## src/rtl/resize_buffer.sv

```systemverilog
// Lane-width converter FIFO: packs keep=1 lanes from S-lane writes into a
// circular lane store and emits M-lane reads, with last-driven partial flush.
// Dropped writes and empty reads are reported as one-cycle pulses.
module resize_buffer #(
  parameter int S_KEEP_WIDTH     = 3,
  parameter int M_KEEP_WIDTH     = 2,
  parameter int T_DATA_WIDTH     = 1,
  parameter int DEPTH            = 16,
  parameter int BUF_IN_ENTRY_SZ  = (2 + T_DATA_WIDTH) * S_KEEP_WIDTH,
  parameter int BUF_OUT_ENTRY_SZ = (2 + T_DATA_WIDTH) * M_KEEP_WIDTH
) (
  input  logic                        clk,
  input  logic                        rst,
  input  logic                        slave_entry_valid,
  input  logic [BUF_IN_ENTRY_SZ-1:0]  slave_entry,
  input  logic                        master_entry_ready,
  output logic [BUF_OUT_ENTRY_SZ-1:0] master_entry,
  output logic                        overflow,
  output logic                        underflow
);

  localparam int unsigned L  = 2 + T_DATA_WIDTH;
  localparam int unsigned CW = $clog2(DEPTH + 1);
  localparam int unsigned PW = $clog2(DEPTH);

  logic [L-1:0]  r_mem [DEPTH];
  logic [PW-1:0] r_rd_ptr;
  logic [PW-1:0] r_wr_ptr;
  logic [CW-1:0] r_count;

  logic [BUF_OUT_ENTRY_SZ-1:0] w_rd_data;
  logic [CW-1:0]               w_pop;
  logic                        w_underflow;
  logic                        w_found;
  logic [BUF_IN_ENTRY_SZ-1:0]  w_pack;
  logic [CW-1:0]               w_n;
  logic [CW:0]                 w_space;
  logic                        w_push_ok;
  logic                        w_overflow;

  // Pointer advance modulo DEPTH; offsets are always below DEPTH
  function automatic logic [PW-1:0] f_wrap(input logic [PW-1:0] base,
                                           input int unsigned off);
    int unsigned s;
    s = base + off;
    if (s >= DEPTH) s = s - DEPTH;
    return s[PW-1:0];
  endfunction

  // Read selection: full M-lane pop, last-terminated partial flush, or underflow
  always_comb begin
    w_rd_data   = '0;
    w_pop       = '0;
    w_underflow = 1'b0;
    w_found     = 1'b0;
    if (master_entry_ready) begin
      if (r_count >= CW'(M_KEEP_WIDTH)) begin
        w_pop = CW'(M_KEEP_WIDTH);
        for (int unsigned j = 0; j < M_KEEP_WIDTH; j++)
          w_rd_data[j*L +: L] = r_mem[f_wrap(r_rd_ptr, j)];
      end else begin
        // Copy stored lanes until the first last=1 lane; a flush without
        // any last lane is discarded and reported as underflow instead.
        for (int unsigned j = 0; j < M_KEEP_WIDTH; j++) begin
          if (!w_found && (CW'(j) < r_count)) begin
            w_rd_data[j*L +: L] = r_mem[f_wrap(r_rd_ptr, j)];
            if (r_mem[f_wrap(r_rd_ptr, j)][L-2]) begin
              w_found = 1'b1;
              w_pop   = CW'(j + 1);
            end
          end
        end
        if (!w_found) begin
          w_rd_data   = '0;
          w_underflow = 1'b1;
        end
      end
    end
  end

  // Write packing: compact keep=1 lanes to the bottom, preserving lane order
  always_comb begin
    w_n    = '0;
    w_pack = '0;
    for (int unsigned i = 0; i < S_KEEP_WIDTH; i++) begin
      if (slave_entry[i*L + L-1]) begin
        w_pack[w_n*L +: L] = slave_entry[i*L +: L];
        w_n = w_n + CW'(1);
      end
    end
  end

  // Admission: same-cycle pop frees space; writes are all-or-nothing
  always_comb begin
    w_space    = (CW+1)'(DEPTH) - {1'b0, r_count} + {1'b0, w_pop};
    w_push_ok  = slave_entry_valid && (w_n != '0) && ({1'b0, w_n} <= w_space);
    w_overflow = slave_entry_valid && ({1'b0, w_n} > w_space);
  end

  // Control state, registered read data and status pulses
  always_ff @(posedge clk) begin
    if (rst) begin
      r_count      <= '0;
      r_rd_ptr     <= '0;
      r_wr_ptr     <= '0;
      master_entry <= '0;
      overflow     <= 1'b0;
      underflow    <= 1'b0;
    end else begin
      master_entry <= w_rd_data;
      overflow     <= w_overflow;
      underflow    <= w_underflow;
      r_rd_ptr     <= f_wrap(r_rd_ptr, 32'(w_pop));
      if (w_push_ok) r_wr_ptr <= f_wrap(r_wr_ptr, 32'(w_n));
      r_count      <= r_count - w_pop + (w_push_ok ? w_n : '0);
    end
  end

  // Append accepted lanes at the write pointer; lane storage needs no reset
  always_ff @(posedge clk) begin
    if (!rst && w_push_ok) begin
      for (int unsigned j = 0; j < S_KEEP_WIDTH; j++)
        if (CW'(j) < w_n) r_mem[f_wrap(r_wr_ptr, j)] <= w_pack[j*L +: L];
    end
  end

endmodule

```

## config.mk

```make
export PLATFORM = sky130hd
export DESIGN_NAME = resize_buffer
export DESIGN_NICKNAME = d
export VERILOG_FILES = /design/src/rtl/resize_buffer.sv
export SDC_FILE = /design/constraint.sdc
export NUM_CORES = 1
export LEC_CHECK = 0
export ABC_AREA = 1
export CAP_MARGIN = 10
export CORE_ASPECT_RATIO = 1.1
export CORE_MARGIN = 2
export CORE_UTILIZATION = 60
export DETAILED_ROUTE_END_ITERATION = 6
export PLACE_DENSITY = 0.78
export SKIP_LAST_GASP = 1
export SYNTH_ARGS = -nofsm -noshare
export SYNTH_HDL_FRONTEND = slang
export SYNTH_SLANG_ARGS = --single-unit
```

## constraint.sdc

```tcl
create_clock -name clk -period 6.37 [get_ports clk]
set_input_delay 0.637 -clock clk [delete_from_list [all_inputs] [get_ports clk]]
set_output_delay 0.637 -clock clk [all_outputs]
set_load 0.005 [all_outputs]
```

======== Word-level counts from Yosys, hierarchy flattened ========
Memories as Yosys holds them, arrays and structs flattened.
Cells that the tools add are included.
cells by class
  $mul .................................... 2
  mux-type cells .......................... 50
  shift-type cells ........................ 4
  $lt $le $gt $ge ......................... 15
  bitwise operators ....................... 1
  reductions and logical operators ........ 10
  add/sub/neg operators ................... 20
operators by type and width
  kind                      count
  $neg A7 Y34               2
  $shift A3 B34 Y9 const A  2
  $shiftx A3 B34 Y9         2
  $mux W4                   13
  $mux W5                   7
  $sub A4 B1 Y4 const B     7
  $mux W1                   21
  $lt A1 B5 Y1 const A      4
  $bwmux W9                 2
  $mux W9                   2
  $ge A5 B5 Y1 const B      3
  $mul A5 B2 Y7 const B     2
  $add A4 B5 Y6             2
  $ge A6 B5 Y1 const B      2
  $mux W6                   2
  $add A4 B1 Y5 const B     2
  $add A5 B1 Y5 const B     2
  $ge A4 B5 Y1 const B      2
  $mux W3                   3
  $add A6 B5 Y6             1
  $gt A5 B6 Y1              1
  $le A5 B6 Y1              1
  $sub A5 B5 Y6 const A     1
  $add A4 B2 Y5 const B     1
  10 further kinds          15
storage, ports and cells
  input port bits ......................... 13
  memories kept ........................... 1
  bits in registers ....................... 21
  logic and storage cells ................. 109
  RAM bits ................................ 48
  output and inout port bits .............. 8
memory list
  name   depth  bits a word  rd ports  clocked after Yosys merged registers in  write ports  line  RTL
  r_mem  16     3            2         0                                        3            26    logic [L-1:0] r_mem [DEPTH];

======== Longest topological paths before layout ========
Gate-level depths: netlist of run 1.
An unclocked memory read counts as a cell.
  word-level depth ........................ 18
  mapped depth ............................ 31
  depth with buffers taken out ............ 30

======== Least setup slack after synthesis of run 1 ========
OpenSTA, ideal clock, no wires.
  path type ............................... register to register
  start point ............................. register r_rd_ptr[0]
  end point ............................... register r_count[4]
  data arrival time ....................... 4550 ps
  required time ........................... 6300 ps
  setup time .............................. 70 ps
  stages on the path, launching flop included .. 31
  path buffers ............................ 3
  path slack .............................. 1750 ps
  period minus slack after synthesis ...... 4620 ps
  cells stage by stage .................... dfxtp_1 > buf_2 > buf_2 > nand2_1 > nand3_1 > nand3_1 > nand2_1 > nand4_1 > nor2_1 > inv_1 > ha_1 > fa_1 > xnor2_1 > ha_1 > nand2_1 > nand2_1 > nor2_1 > nor2_1 > nand3_1 > buf_4 > nand2_1 > inv_1 > nand2_1 > fa_1 > inv_1 > fa_1 > nand2_1 > nand2_1 > a21oi_1 > o21ai_0 > a21oi_1
on the way
  word-level cells in the longest chain between the ends .. 17
  elaborated cells between the ends (all ways) .. 26
  classes of those cells .................. 6 x add/sub; 3 x order compare; 13 x mux; 3 x reduce/logical; 1 x memory
RTL lines
  item                                                                   line  RTL
  start, declared                                                        27    logic [PW-1:0] r_rd_ptr;
  start signal, assigned                                                 113   r_rd_ptr <= f_wrap(r_rd_ptr, 32'(w_pop));
  parallel branches: the longest is 2 deep, another holds $add A4 B1 Y5  -
  $mem_v2 Z16 W3 (*)                                                     -
  $mux W1                                                                67    if (r_mem[f_wrap(r_rd_ptr, j)][L-2]) begin
  $mux W1                                                                65    if (!w_found && (CW'(j) < r_count)) begin
  $mux W1                                                                57    if (r_count >= CW'(M_KEEP_WIDTH)) begin
  $mux W1                                                                56    if (master_entry_ready) begin
  $logic_not A1 Y1                                                       65
  $logic_and A1 B1 Y1                                                    65
  $mux W5 (*)                                                            65
  $mux W5 (*)                                                            57
  $mux W5 (*)                                                            56
  $add A6 B5 Y6                                                          95    w_space = (CW+1)'(DEPTH) - {1'b0, r_count} + {1'b0, w_pop};
  $le A5 B6 Y1                                                           96    w_push_ok = slave_entry_valid && (w_n != '0) && ({1'b0, w_n} <= w_space);
  $logic_and A1 B1 Y1                                                    96
  $mux W5                                                                115   r_count <= r_count - w_pop + (w_push_ok ? w_n : '0);
  $add A5 B5 Y5 (*)                                                      115
  end signal, assigned                                                   115
  end, declared                                                          29    logic [CW-1:0] r_count;
Mark *: on every way between the ends. The select of a mux whose other input is x is not followed.
A chain may end at the register's enable or synchronous reset.

==> run summary, run 1 <==
max cap viols - 0
Skew-Pair Late Insertion Delay - 0.36 ns
DR vias/cell - 6.04
TritonCTS clock tree - yes
PostCTS Resize Cnt - 0
Final Core Density - 66.7%
FMAX - 178 MHz
startpoint types - flip-flop
combinational share of power - 51.1%
fin crit period - 5.62 ns
Post-synth EDFFs - 48
Final Cycle Share - 88.2%
largest net degree at the start of global routing - 38
outcome - completed
Hold Path Class - flip-flop to flip-flop
dpl hpwl - 12,700 um
Power per Cell Area - 327 nW/um^2
top cell type's share of synthesized area - 24.8%
Top FF cell, synth - edfxtp_1
setup TNS - 0 ns
CP Max Fanout - 37
I/O pins - 21
Die Width - 97.9 um
Yosys reg bits - 69
grt total ovfl - 0
initial antenna violation count - 0
clock sinks - 69
NetSw - 935 uW
P_int - 1110 uW
first-pass GRT wire length - 28,200 um
Layout Area Growth over Synthesis - 7.65%
Final Hold Vio Count - 0
CORE AREA - 9400 sq um
CP endpoint kind - flip-flop
Final Max Slew Viols - 0
CTS Hold Buffers Added - 0
routed vias - 5,998
pin slew with the least headroom to its limit - 1.06 ns
switch share - 45.6%
port bufs - 20
Wirelength per Cell - 17.4 um
vias in the first global route - 5,822
Critical Path AT - 5.69 ns
syn avg cell area - 6.72 sq um
DRT antenna net count - 0
clock tree buffer depth - 2
die area - 10,500 sq um
DRT Pass-1 Iters - 5
RSZ-0062 raised after global routing - no
nets - 914
Placer Congestion - 0.967
CTS clk-pin slew, worst paths - 0.09 ns
Synth async-reset ratio - 0%
sequential share of power - 29.6%
Initial Utilization - 62.0%
Final setup viols - 0
Clk network pwr share - 19.3%
share of layout cells above drive strength 1 - 5.94%
DRC viols - 0
CP Data Required Time - 6.44 ns
Crit Path Category - flip-flop to flip-flop
Initial DRC Count - 733
peak supply drop - 0.147 mV
Slew HR - 29.2%
diode count - 0
Post-CTS Repair Setup Buffers - 0
Syn. warnings - 0
post-synth top area cell - edfxtp_1
row count - 37
chip height - 107 um
Worst Skew - 0.0197 ns
CTS HTree Levels - 3
post-synthesis cell type count - 34
total CTS buffers - 9
Mapped Cells - 867
post-synth net total - 910
All-Layer GR Usage - 34.0%
synthesized cell area - 5820 sq um
Post-Route WL - 17,300 um
largest cells by area after synthesis - edfxtp_1 25%, nand2_1 15%, nand3_1 11%, dfxtp_1 7.2%, inv_1 6.9%
Seq/Total Area, Yosys - 32.0%
P_leak - 0.00280 uW
clock root cell - clkbuf_8
layout make-up:
type,instances,area (sq um)
Inverter,111,417
Timing Repair Buffer,33,298
Sequential cell,69,1860
Tap cell,117,146
Fill cell,830,3130
Clock inverter,7,90.1
Clock buffer,9,124
Multi-Input combinational cell,647,3330
cells by family after synthesis:
kind of cell,synth area share [%]
flip-flops,32.0
buffers and inverters,10.8
AND/OR/NAND/NOR,37.4
XOR/XNOR,0.902
AO/OA/AOI/OAI,11.7
adder cells (fa/ha/maj),7.22
cells in the mapped netlist (all sizes together), types with 2 or more instances:
cell type  instances
edfxtp            48
inv              109
a22oi              2
nand4             28
xor2               4
nor3               4
o21ai             63
xnor2              2
nor2              94
a21oi             45
clkbuf            16
or2                2
buf               24
dfxtp             21
o211ai            15
nand2            229
ha                24
clkinv             2
nand3            125
fa                 6
flip-flops by register name, summed over array words and instances, names as in the netlist:
signal and count:
r_rd_ptr 4, r_wr_ptr 4, r_mem 48, underflow 1, master_entry 6, overflow 1, r_count 5
final timing paths:
path	startpoint	to	slack [ns]	cells after the start
setup / recovery	r_rd_ptr[0]	r_mem[15][2]	0.75	23
hold reg to reg	r_wr_ptr[0]	r_wr_ptr[0]	0.59	2
hold / removal	r_wr_ptr[0]	r_wr_ptr[0]	0.59	2
setup reg to reg	r_rd_ptr[0]	r_mem[15][2]	0.75	23
per-layer routing:
metal / up-vias / part of all wire [%] / GRT usage (%)
met4: 0 / 3.9 / 17.1
li1: 2880 / - / -
met1: 2687 / 39 / 42.4
met3: 71 / 11 / 7.14
met5: - / 0 / 0
met2: 360 / 46 / 56.2
cells in the final DEF, fill, tap and decap left out, types with 3 or more instances in the layout:
| master | count |
|---|---|
| nand2_1 | 226 |
| nand3_1 | 124 |
| inv_1 | 107 |
| nor2_1 | 79 |
| o21ai_0 | 63 |
| edfxtp_1 | 48 |
| a21oi_1 | 45 |
| nand4_1 | 28 |
| ha_1 | 24 |
| dfxtp_1 | 21 |
| clkdlybuf4s50_1 | 20 |
| o211ai_1 | 15 |
| buf_4 | 13 |
| nor2_4 | 11 |
| clkbuf_8 | 9 |
| fa_1 | 6 |
| nor2_2 | 4 |
| xor2_1 | 4 |
| clkinv_1 | 3 |
| nand2_2 | 3 |
| nor3_1 | 3 |
power groups by stage:
stage          sequential [uW]  clock, uW  combinational [uW]
4_1_cts                    605        397                1030
5_1_grt                    613        414                1180
6_report                   606        395                1050
2_1_floorplan              578          0                 785
3_3_place_gp               613          0                 981
3_5_place_dp               614          0                1020
worst max-delay path, stage by stage, from the launching register on:
cell and delay, ns:
dfxtp_1 0.66, buf_4 0.35, nor2_1 0.11, a21oi_1 0.04
o21ai_0 0.18, nor2_1 0.05, nand2_1 0.12, nand4_1 0.10
nor2_1 0.21, inv_1 0.07, ha_1 0.21, fa_1 0.40
xnor2_1 0.14, ha_1 0.30, nand2_1 0.07, nand2_1 0.04
nor2_1 0.10, nor2_1 0.05, nand3_1 0.13, buf_4 0.27
nand3_4 0.42, nor2_4 0.77, nand3_1 0.28, nand3_1 0.22
per-stage QoR:
stage	std cells	power [uW]	cell area, sq um	setup WS, ns	hold WS [ns]
2_1_floorplan	867	1360	5820	1.75	0.473
6_report	993	2050	6270	0.755	0.591
4_1_cts	993	2030	6270	0.851	0.582
3_5_place_dp	977	1630	6050	0.869	0.558
3_3_place_gp	977	1590	6050	1.00	0.536
5_1_grt	993	2210	6270	0.106	0.620
Note: power is estimated with default switching activity, not from simulation.
==> run 2, diff against run 1 <==
--- a/config.mk
+++ b/config.mk
@@ -12,6 +12,7 @@
 export CORE_UTILIZATION = 60
 export DETAILED_ROUTE_END_ITERATION = 6
 export PLACE_DENSITY = 0.78
+export RECOVER_POWER = 50
 export SKIP_LAST_GASP = 1
 export SYNTH_ARGS = -nofsm -noshare
 export SYNTH_HDL_FRONTEND = slang
==> run 2 against run 1 <==
Against the previous run:
- non-clock buffer count stayed put
- critical endpoint is now r_mem[15][0]
- wire length hardly changed
- largest cell class unchanged
- total power is 0.39% lower
- worst setup slack worse by 0.00066 ns
- die area stayed put
- global-route usage stayed put
- largest power group unchanged
==> run summary, run 2 (same netlist as run 1, synthesis figures left out) <==
CTS HTree Levels - 3 (unchanged)
startpoint types - flip-flop
chip height - 107 um (unchanged)
RSZ-0062 raised after global routing - no
Critical Path AT - 5.68 ns (about the same)
Final setup viols - 0 (unchanged)
CP Data Required Time - 6.44 ns (about the same)
die area - 10,500 sq um (unchanged)
vias in the first global route - 5,822 (unchanged)
register area - 1860 sq um (unchanged)
nets - 914 (unchanged)
dpl hpwl - 12,700 um (unchanged)
Initial Utilization - 62.0% (unchanged)
Skew-Pair Late Insertion Delay - 0.36 ns (about the same)
outcome - completed
largest stage delay on the critical path - 0.77 ns (about the same)
max cap viols - 0 (unchanged)
Top Registers - r_mem: 48 flops, master_entry: 6 flops, r_count: 5 flops
largest reg by FF count - r_mem
CP endpoint kind - flip-flop
Worst Skew - 0.0212 ns (+0.00151 ns)
port bufs - 20 (unchanged)
pin slew with the least headroom to its limit - 1.17 ns (+0.114 ns)
total CTS buffers - 9 (unchanged)
DRT antenna net count - 0 (unchanged)
Post-Route WL - 17,300 um (about the same)
CTS Hold Buffers Added - 0 (unchanged)
TritonCTS clock tree - yes
peak supply drop - 0.146 mV (-0.42%)
cell count after placement - 977 (unchanged)
fin crit period - 5.62 ns (+0.000656 ns)
max reg flops - 48 (unchanged)
Final Cycle Share - 88.2% (about the same)
area occupied by multi-input gates - 3320 sq um (-0.38%)
fin cells - 993 (unchanged)
most frequent cells in the layout - 226 x nand2_1, 124 x nand3_1, 107 x inv_1
CTS clk-pin slew, worst paths - 0.09 ns (about the same)
Crit Path Category - flip-flop to flip-flop
Final Instance Area - 6250 sq um (-0.26%)
FMAX - 178 MHz (about the same)
Slowest-stage cell, CP - nor2_4
Power per Cell Area - 326 nW/um^2 (-0.13%)
clock root cell - clkbuf_8
Post-CTS Repair Setup Buffers - 0 (unchanged)
Initial DRC Count - 757 (+3.3%)
DR vias/cell - 6.08 (+0.73%)
Wirelength per Cell - 17.4 um (about the same)
CP Max Fanout - 37 (unchanged)
Slew HR - 21.4% (-7.8 points)
diode count - 0 (unchanged)
All-Layer GR Usage - 34.0% (unchanged)
largest net degree at the start of global routing - 38 (unchanged)
CORE AREA - 9400 sq um (unchanged)
Die Width - 97.9 um (unchanged)
I/O pins - 21 (unchanged)
worst setup margin - 0.754 ns (-0.000656 ns)
share of layout cells above drive strength 1 - 5.48% (-0.46 points)
DP Area - 6050 sq um (unchanged)
routed vias - 6,042 (+0.73%)
setup TNS - 0 ns (unchanged)
Layout Area Growth over Synthesis - 7.37%
delay-heaviest family, CP - simple AND/OR/NAND/NOR gates
Hold Path Class - flip-flop to flip-flop
DRT Pass-1 Iters - 6 (+1)
grt total ovfl - 0 (unchanged)
pre-CTS WS - 0.869 ns (unchanged)
row count - 37 (unchanged)
WP buf/inv - 3 (unchanged)
clock sinks - 69 (unchanged)
clock tree buffer depth - 2 (unchanged)
DRC viols - 0 (unchanged)
first-pass GRT wire length - 28,200 um (unchanged)
Final Max Slew Viols - 0 (unchanged)
PostCTS Resize Cnt - 0 (unchanged)
CP cell instances - buf_4, nor2_1, a21oi_1, o21ai_0, nor2_1, nand2_1, nand4_1, nor2_1, inv_1, ha_1, fa_1, xnor2_1, ha_1, nand2_1, nand2_1, nor2_1, nor2_1, nand3_1, buf_4, nand3_4, nor2_4, nand3_1, nand3_1
initial antenna violation count - 0 (unchanged)
Final Hold Vio Count - 0 (unchanged)
Placer Congestion - 0.967 (unchanged)
P_leak - 0.00282 uW (+0.74%)
Layout fillers - 836 (+0.72%)
commonest non-fill, non-tap cell in the layout - nand2_1
CP dominant cell by count - nor2_1
==> run 2: area by class of cell <==
| cell class | count | area share, % |
|---|---|---|
| multi-input cells | 647 | 53.1 |
| clock buffers | 9 | 1.98 |
| inverters | 111 | 6.66 |
| clock inverters | 7 | 1.44 |
| flip-flops and latches | 69 | 29.8 |
| repair buffers | 33 | 4.70 |
| well taps | 117 | 2.34 |
==> run 2: metrics by stage <==
step | hold slack, ns | util (%) | total power (uW)
after floorplan | 0.473 | - | 1360
after global placement | 0.536 | 64.4 | 1590
after detailed placement | 0.558 | 64.4 | 1630
after CTS | 0.582 | 66.7 | 2030
after global routing | 0.620 | 66.5 | 2200
final | 0.586 | 66.5 | 2040
==> run 2: power breakdown <==
group	switching (uW)	leakage (uW)	total, uW	internal [uW]
clock	177	0.000107	396	218
combinational	689	0.00211	1040	350
sequential	67.8	0.000605	606	538
==> run 2: routing by layer <==
metal | track usage (%) | routed length (um)
met1 | 42.4 | 6810
met2 | 56.2 | 8010
met3 | 7.14 | 1760
met4 | 17.1 | 693
met5 | 0 | 0
==> run 2: path summary, 6_finish.rpt <==
kind	from	cells after the start	slack, ns	to
max	r_rd_ptr[0]	23	0.75	r_mem[15][0]
min	r_rd_ptr[3]	1	0.59	r_rd_ptr[3]
max reg2reg	r_rd_ptr[0]	23	0.75	r_mem[15][0]
min reg2reg	r_rd_ptr[3]	1	0.59	r_rd_ptr[3]
